**src/rtl/game_level_sequencer.sv**
```systemverilog
// game_level_sequencer: Title -> N levels with intermission -> Win / Game_Over flow controller.
// Generates per-level zombie speed/spawn-delay config arithmetically; all outputs registered (1 cycle).
// Optional pause support is compiled in with `define GAME_LEVEL_SEQUENCER_PAUSE_EN.
module game_level_sequencer #(
  parameter int NUM_LEVELS          = 10,
  parameter int NUM_ZOMBIES         = 3,
  parameter int SPEED_W             = 10,
  parameter int DELAY_W             = 10,
  parameter int HEALTH_W            = 4,
  parameter int ENEMY_W             = 4,
  parameter int BASE_DELAY          = 100,
  parameter int STAGGER             = 100,
  parameter int DELAY_STEP          = 10,
  parameter int MIN_DELAY           = 20,
  parameter int SPEED_SHIFT         = 2,
  parameter int INTERMISSION_CYCLES = 120
) (
  input  logic                           Clk,
  input  logic                           Reset_n,
  input  logic                           Play,
  input  logic [ENEMY_W-1:0]             enemies_remaining,
  input  logic [HEALTH_W-1:0]            player_health,
`ifdef GAME_LEVEL_SEQUENCER_PAUSE_EN
  input  logic                           pause,
`endif
  output logic [3:0]                     level,
  output logic [2:0]                     event_screen,
  output logic                           new_level,
  output logic [NUM_ZOMBIES*SPEED_W-1:0] zombie_speed,
  output logic [NUM_ZOMBIES*DELAY_W-1:0] zombie_delay_spawn
);

  // State codes double as the screen-select code driven to the colour mapper.
  localparam logic [2:0] S_TITLE  = 3'd0;
  localparam logic [2:0] S_LEVEL  = 3'd1;
  localparam logic [2:0] S_WIN    = 3'd2;
  localparam logic [2:0] S_GOVER  = 3'd3;
  localparam logic [2:0] S_INTER  = 3'd4;
`ifdef GAME_LEVEL_SEQUENCER_PAUSE_EN
  localparam logic [2:0] S_PAUSED = 3'd5;
`endif

  localparam int CNT_W = (INTERMISSION_CYCLES > 1) ? $clog2(INTERMISSION_CYCLES) : 1;
  localparam int DMAX  = (1 << DELAY_W) - 1;
  localparam int SMAX  = (1 << SPEED_W) - 1;

  logic [2:0]                     r_state;
  logic [3:0]                     r_lvl;
  logic                           r_armed;
  logic                           r_play_q;
  logic [CNT_W-1:0]               r_cnt;
  logic [3:0]                     r_level;
  logic                           r_new_level;
  logic [NUM_ZOMBIES*SPEED_W-1:0] r_speed;
  logic [NUM_ZOMBIES*DELAY_W-1:0] r_delay;

  logic                           w_play_rise;
  logic                           w_pause_rise;
  logic [2:0]                     w_next_state;
  logic [3:0]                     w_next_lvl;
  logic                           w_enter_level;
  logic                           w_in_level_next;
  logic [NUM_ZOMBIES*SPEED_W-1:0] w_speed_next;
  logic [NUM_ZOMBIES*DELAY_W-1:0] w_delay_next;

  // Spawn delay shrinks per level, floored at MIN_DELAY and saturated to the field width.
  function automatic logic [DELAY_W-1:0] f_delay(input int z, input int lvl);
    int d;
    d = BASE_DELAY + z * STAGGER - (lvl - 1) * DELAY_STEP;
    if (d < MIN_DELAY) d = MIN_DELAY;
    if (d > DMAX) d = DMAX;
    return DELAY_W'(d);
  endfunction

  // Speed steps up every 2^SPEED_SHIFT levels; the last zombie is one step faster.
  function automatic logic [SPEED_W-1:0] f_speed(input int z, input int lvl);
    int s;
    s = 1 + ((lvl - 1) >> SPEED_SHIFT) + ((z == NUM_ZOMBIES - 1) ? 1 : 0);
    if (s > SMAX) s = SMAX;
    return SPEED_W'(s);
  endfunction

  assign w_play_rise = Play & ~r_play_q;

`ifdef GAME_LEVEL_SEQUENCER_PAUSE_EN
  logic r_pause_q;

  // Pause edge detector history.
  always_ff @(posedge Clk or negedge Reset_n) begin
    if (!Reset_n) r_pause_q <= 1'b0;
    else          r_pause_q <= pause;
  end

  assign w_pause_rise = pause & ~r_pause_q;
`else
  assign w_pause_rise = 1'b0;
`endif

  // Next-state, next-level and level-entry decode.
  always_comb begin
    w_next_state  = r_state;
    w_next_lvl    = r_lvl;
    w_enter_level = 1'b0;
    case (r_state)
      S_TITLE: begin
        if (w_play_rise) begin
          w_next_state  = S_LEVEL;
          w_next_lvl    = 4'd1;
          w_enter_level = 1'b1;
        end
      end
      S_LEVEL: begin
        if (player_health == '0) begin
          w_next_state = S_GOVER;
        end else if (r_armed && (enemies_remaining == '0)) begin
          w_next_state = (r_lvl < 4'(NUM_LEVELS)) ? S_INTER : S_WIN;
        end else if (w_pause_rise) begin
`ifdef GAME_LEVEL_SEQUENCER_PAUSE_EN
          w_next_state = S_PAUSED;
`endif
        end
      end
      S_INTER: begin
        if (r_cnt == '0) begin
          w_next_state  = S_LEVEL;
          w_next_lvl    = r_lvl + 4'd1;
          w_enter_level = 1'b1;
        end
      end
      S_WIN: begin
        if (w_play_rise) w_next_state = S_TITLE;
      end
      S_GOVER: begin
        if (w_play_rise) begin
          w_next_state  = S_LEVEL;
          w_next_lvl    = 4'd1;
          w_enter_level = 1'b1;
        end
      end
`ifdef GAME_LEVEL_SEQUENCER_PAUSE_EN
      S_PAUSED: begin
        if (w_pause_rise) w_next_state = S_LEVEL;
      end
`endif
      default: w_next_state = S_TITLE;
    endcase
  end

`ifdef GAME_LEVEL_SEQUENCER_PAUSE_EN
  assign w_in_level_next = (w_next_state == S_LEVEL) || (w_next_state == S_PAUSED);
`else
  assign w_in_level_next = (w_next_state == S_LEVEL);
`endif

  // Per-zombie config for the level about to be entered.
  always_comb begin
    w_speed_next = '0;
    w_delay_next = '0;
    for (int z = 0; z < NUM_ZOMBIES; z++) begin
      w_speed_next[z*SPEED_W +: SPEED_W] = f_speed(z, int'(w_next_lvl));
      w_delay_next[z*DELAY_W +: DELAY_W] = f_delay(z, int'(w_next_lvl));
    end
  end

  // State, level bookkeeping, arming and intermission timer.
  always_ff @(posedge Clk or negedge Reset_n) begin
    if (!Reset_n) begin
      r_state  <= S_TITLE;
      r_lvl    <= 4'd0;
      r_armed  <= 1'b0;
      r_play_q <= 1'b0;
      r_cnt    <= '0;
    end else begin
      r_state  <= w_next_state;
      r_lvl    <= w_next_lvl;
      r_play_q <= Play;
      // Arming waits for the spawner to report live enemies so a reload gap is not a clear.
      if (w_enter_level)
        r_armed <= 1'b0;
      else if ((r_state == S_LEVEL) && (enemies_remaining != '0))
        r_armed <= 1'b1;
      if ((w_next_state == S_INTER) && (r_state != S_INTER))
        r_cnt <= CNT_W'(INTERMISSION_CYCLES - 1);
      else if ((r_state == S_INTER) && (r_cnt != '0))
        r_cnt <= r_cnt - 1'b1;
    end
  end

  // Registered outputs follow the state they describe; config loads on entry, holds in level.
  always_ff @(posedge Clk or negedge Reset_n) begin
    if (!Reset_n) begin
      r_level     <= 4'd0;
      r_new_level <= 1'b0;
      r_speed     <= '0;
      r_delay     <= '0;
    end else begin
      r_new_level <= w_enter_level;
      r_level     <= w_in_level_next ? w_next_lvl : 4'd0;
      if (w_enter_level) begin
        r_speed <= w_speed_next;
        r_delay <= w_delay_next;
      end else if (!w_in_level_next) begin
        r_speed <= '0;
        r_delay <= '0;
      end
    end
  end

  assign level              = r_level;
  assign event_screen       = r_state;
  assign new_level          = r_new_level;
  assign zombie_speed       = r_speed;
  assign zombie_delay_spawn = r_delay;

endmodule

```
**config.mk**
```make
export PLATFORM = sky130hd
export DESIGN_NAME = game_level_sequencer
export DESIGN_NICKNAME = d
export VERILOG_FILES = /design/src/rtl/game_level_sequencer.sv
export SDC_FILE = /design/constraint.sdc
export NUM_CORES = 1
export LEC_CHECK = 0
export BUFFER_PORTS_ARGS = -buffer_cell sky130_fd_sc_hd__buf_2
export CAP_MARGIN = 10
export CORE_MARGIN = 1
export CORE_UTILIZATION = 50
export CTS_CLUSTER_DIAMETER = 40
export DETAILED_ROUTE_END_ITERATION = 12
export MAX_ROUTING_LAYER = met4
export PLACE_DENSITY = 0.74
export SLEW_MARGIN = 0
export SYNTH_ARGS = -nofsm -noshare
export SYNTH_HDL_FRONTEND = slang
export SYNTH_SLANG_ARGS = --single-unit
```
**constraint.sdc**
```tcl
create_clock -name Clk -period 13.7 [get_ports Clk]
set_input_delay 0.685 -clock Clk [delete_from_list [all_inputs] [get_ports Clk]]
set_output_delay 0.685 -clock Clk [all_outputs]
set_load 0.01 [all_outputs]
```
* Yosys cells after proc, flatten, opt, wreduce, memory -nomap -nowiden *
Index checks and enable logic that the tools add are counted.

operators by class
  $add $sub $neg = 8
  $mul = 1
  magnitude comparators = 9
  equal/unequal tests = 8
  mux-type cells = 29
  bitwise logic cells = 2
  reductions and logical operators = 13

operators with widths
  cell                                                                           count
  32-bit by 11-bit > comparator with 1-bit output, second input constant         4
  32-bit two-way mux                                                             3
  30-bit two-way mux                                                             3
  32-bit by 6-bit less-than comparator with 1-bit output, second input constant  2
  10-bit two-way mux                                                             5
  31-bit by 1-bit adder with 32-bit output, second input constant                1
  1-bit by 30-bit adder with 31-bit output, first input constant                 1
  31-bit by 10-bit > comparator with 1-bit output, second input constant         1
  3-bit two-way mux                                                              6
  7-bit two-way mux                                                              2
  4-bit two-way mux                                                              3
  3-bit one-hot mux with 4 select lines                                          1
  11-bit by 6-bit less-than comparator with 1-bit output, second input constant  1
  10-bit by 10-bit subtractor with 11-bit output, first input constant           1
  8-bit by 10-bit subtractor with 11-bit output, first input constant            1
  9-bit by 10-bit subtractor with 11-bit output, first input constant            1
  5-bit by 4-bit multiplier with 9-bit output, second input constant             1
  4-bit zero test                                                                2
  4-bit one-hot mux with 2 select lines                                          1
  7-bit zero test                                                                1
  7-bit nonzero test                                                             1
  7-bit by 1-bit subtractor with 7-bit output, second input constant             1
  3-bit by 1-bit equality test with 1-bit output, second input constant          2
  3-bit by 2-bit equality test with 1-bit output, second input constant          2
  other kinds (15)                                                               23

word-level totals
  flip-flop bits (word level) = 81

* Depth between registers and ports, before layout *
  depth after elaboration = 12
  gate-level depth with buffers = 23

* Worst setup path before layout *
OpenSTA, ideal clock, no wires.

  path kind = register -> register
  start = register r_cnt[4]
  end = register r_delay[11], in the netlist zombie_delay_spawn[11]
  library setup time = 0.122 ns
  arrival = 5.705 ns
  required time = 13.578 ns
  path slack = 7.874 ns
  stages on the path, launching flop included = 22
  path buffers = 2
  period minus slack after synthesis = 5.826 ns
  path through = dfrtp_1 -> or4_1 -> buf_2 -> nor4_1 -> a21oi_1 -> inv_1 -> ha_1 -> clkbuf_1 -> inv_1 -> a41oi_1 -> o21ai_2 -> nor2_8 -> ha_1 -> inv_1 -> fa_1 -> xnor2_1 -> o21ai_0 -> or3_1 -> a2111oi_1 -> o21ai_2 -> a211o_1 -> a32o_1

between the ends
  cells in the longest elaborated chain, start to end = 11
  elaborated cells between the ends (all ways) = 17
  classes of those cells = add/sub (2); mul (1); order compare (2); eq/ne (2); mux (9); reduce/logical (1)

RTL lines
  element                                                 RTL line  source
  start: declaration                                      51        logic [CNT_W-1:0] r_cnt;
  start signal: assignment                                183       r_cnt <= CNT_W'(INTERMISSION_CYCLES - 1);
  start signal: assignment                                185       r_cnt <= r_cnt - 1'b1;
  7-bit zero test (*)                                     124       if (r_cnt == '0) begin
  4-bit two-way mux (*)                                   124
  4-bit one-hot mux with 2 select lines (*)               104       case (r_state)
  net w_next_lvl[0]                                       60        logic [3:0] w_next_lvl;
  4-bit by 1-bit subtractor with 5-bit output (*)         69        d = BASE_DELAY + z * STAGGER - (lvl - 1) * DELAY_STEP;
  5-bit by 4-bit multiplier with 9-bit output (*)         69
  9-bit by 10-bit subtractor with 11-bit output (*)       69
  32-bit by 6-bit less-than comparator with 1-bit output  70        if (d < MIN_DELAY) d = MIN_DELAY;
  32-bit two-way mux (*)                                  70
  32-bit by 11-bit > comparator with 1-bit output         71        if (d > DMAX) d = DMAX;
  10-bit two-way mux (*)                                  71
  30-bit two-way mux (*)                                  199       if (w_enter_level) begin
  end signal: assignment                                  201       r_delay <= w_delay_next;
  end: declaration                                        55        logic [NUM_ZOMBIES*DELAY_W-1:0] r_delay;

Mark *: on every way through the listed nets, which the timed path passes. The rest lies on a longest branch.
A chain may end at the register's enable or synchronous reset.

* Worst setup path after layout *
Same ends and word-level chain as after synthesis.

==> reports/metrics.cfg <==
[run_status]
status = complete, no violations

[synthesis]
yosysTopAreaCell = dfrtp_1
ys_warn_count = 0
synth_xor_area_share_pct = 5.602
synth_compound_area_share_pct = 23.59
synth_fa_ha_area_share_pct = 5.634
avgSynthCellArea_um2 = 8.823
synthesis.area_um2 = 3909
synth_edf_count = 0
ys_seq_area_share_pct = 35.21
yosysTopAreaCellShare_pct = 35.21
ys.flop_type = dfrtp_1
synth_top_family_by_area = compound AO/OA/AOI/OAI gates
synth_cell_types = 70
muxShareOfSynthArea_pct = 0.8963
synthTopCellsByCount = 55 x dfrtp_1, 46 x nand2_1, 29 x a21oi_1
synth-seq-cells = 55
post-synth-top-count-cell = dfrtp_1
synth.top_cells.by_area = dfrtp_1 35%, ha_1 5.1%, buf_4 5.0%, nand2_1 4.4%, a21oi_1 3.7%
synth-simple-area-share_pct = 19.78
synth_async_sr_flop_share_pct = 100.0
netlist_instances = 443

[clock_network]
post_cts_buffers = 0
cts_max_level = 2
path_clk_slew_ps = 100
cts.sinks = 55
clock_path_buffers = 2
cts_tree = yes
root_buffer = clkbuf_8
insertion_delay_ps = 320
holdBufCountCts = 0
cts_buffers = 5
cts-resized-gates = 0

[timing]
hold_viol = 0
grt_setup_unrepaired = no
maxSlewHeadroom_pct = 30.03
min_period_over_period_pct = 52.67
layout_setup_ws_ps = 6484
fin_crit_ps = 7216
drv_slew = 0
finalSetupViolCount = 0
fin_tns_setup_ps = 0
fmax_mhz = 138.6
tightest_slew_ps = 1023
fin_skew_ps = 11.45

[floorplanning]
die_w_um = 90.42
ios = 79
dieArea_um2 = 8175
placeableCoreArea_um2 = 7408
initial_core_util_pct = 52.76
die_h_um = 90.42
rows = 31

[route]
drtIter0Drc = 325
wl_per_cell_um = 17.46
drc = 0
vias = 3603
drt-total-wl_mm = 10.29
firstDrtPassIters = 5
post_drt_via_cell_ratio = 6.117
antenna_left = 0

[placed_design]
dpl_cell_area_um2 = 4187
gp_congestion = 1.027
dp_slack_ps = 6754
dpl.hpwl_mm = 7.646
dp_cells = 581
port_buffers = 75

[global_route]
grt_usage_pct = 27.19
grt-ovfl-total = 0
grt_pass1_wl_mm = 17.41
grt_pass1_vias = 3387
grt_max_degree = 56
antenna_found_initial = 0

[hold_path]
hp-class = in2async

[setup_path]
cp_max_fo = 11
cp_common_cell = inv_1
slowest_delay_ps = 900
cp-end-kind = register
crit_arrival_ps = 7420
crit_required_ps = 13900
startpoint_type = register
crit_slowest_cell = nor4_1
worstSetupPathType = reg2reg
worstPathCellList = or4_1 -> nor4_1 -> a21oi_1 -> inv_1 -> ha_1 -> inv_1 -> a41oi_1 -> o21ai_2 -> nor2_8 -> ha_1 -> inv_1 -> fa_1 -> xnor2_1 -> o21ai_0 -> or3_1 -> a2111oi_1 -> o21ai_2 -> a211o_1 -> a32o_1

[layout]
fillCellCount = 662
layout-drive-gt1-share_pct = 23.47
fin_nets = 517
antennaDiodeCount = 0
multi_input_area_um2 = 2181
area_growth_pct = 9.443
regArea_um2 = 1376
stdcell_count = 589
final_cell_area_um2 = 4278

[power_and_ir_drop]
vdd_drop_max_uv = 71.77
p_total_uw = 522.8
p_leak_nw = 2.041
p_per_area_nw_per_um2 = 122.2

[flow_run]
drv_cap = 0

## report_power, final
group / switching (mW) / leakage, nW / total [mW] / internal, mW
sequential: 0.0273 / 0.706 / 0.229 / 0.201
combinational: 0.125 / 1.29 / 0.199 / 0.0740
clock: 0.0580 / 0.0485 / 0.0948 / 0.0368
total: 0.211 / 2.04 / 0.523 / 0.312
## critical path, delay by kind of cell (launching register included)
kind	cells	cell delay (ps)
buf+inv	3	500
xor+xnor	1	610
compound gates	8	2230
flops	1	420
simple gates	4	2250
fa+ha+maj	3	1070
## registers in the layout, summed over array words and instances, names as in the netlist
signal / cells
level: 4
r_lvl: 4
zombie_delay_spawn: 27
zombie_speed: 7
event_screen: 3
r_cnt: 7
r_play_q: 1
r_armed: 1
new_level: 1
## layout make-up
cell class / instances / area share, %
clock buffer: 5 / 1.609
clock inverter: 3 / 0.5265
inverter: 20 / 2.340
multi-input combinational: 328 / 50.98
sequential: 55 / 32.17
tap: 99 / 2.896
timing repair buffer: 79 / 9.476
## metrics by stage
stage                     utilization [%]  hold slack, ps
after detailed placement            56.51           462.4
after floorplan                         -           389.4
after CTS                           57.74           489.4
after global routing                57.74           492.5
final                               57.74           485.7
after global placement              56.51           457.0
## path summary, 6_finish.rpt
path | start | endpoint | slack (ps) | cells after the start
max in group asynchronous | Reset_n | zombie_delay_spawn[11]$_DFFE_PN0P_ | 12730 | 2
hold reg to reg | zombie_delay_spawn[3]$_DFFE_PN0P_ | zombie_delay_spawn[3]$_DFFE_PN0P_ | 490 | 2
min in group Clk | zombie_delay_spawn[3]$_DFFE_PN0P_ | zombie_delay_spawn[3]$_DFFE_PN0P_ | 490 | 2
setup reg to reg | r_cnt[4]$_DFFE_PN0P_ | zombie_delay_spawn[11]$_DFFE_PN0P_ | 6480 | 19
hold / removal | Reset_n | r_cnt[1]$_DFFE_PN0P_ | 490 | 2
setup / recovery | r_cnt[4]$_DFFE_PN0P_ | zombie_delay_spawn[11]$_DFFE_PN0P_ | 6480 | 19
## metal layers
layer	routed length [um]	GRT usage (%)	up-vias	part of all wire [%]
li1	-	-	1664	-
met1	4578	35.85	1705	45
met2	4723	42.30	199	46
met3	588	3.114	35	5.7
met4	396	11.96	0	3.8
met5	0	-	-	0
## cells in the final DEF, fill, tap and decap left out, types with 5 or more instances in the layout
cell and count:
buf_2 75, dfrtp_1 55, nand2_1 46, a21oi_1 29, o21ai_0 27, nor2_1 26
inv_1 18, nand3_1 17, ha_1 16, xnor2_1 13, nor3_1 13, xor2_1 12
o21a_1 8, a31oi_1 8, o31ai_1 7, nor4_1 6, nor2b_1 6, or2_2 6
o211ai_1 5, a211oi_1 5, clkbuf_8 5
## cell families after synthesis
kind of cell	Yosys count
flops	55
fa+ha+maj	17
other cells	1
buf+inv	62
simple gates	150
xor+xnor	25
compound gates	130
mux	3
Note: power is estimated with default switching activity, not from simulation.
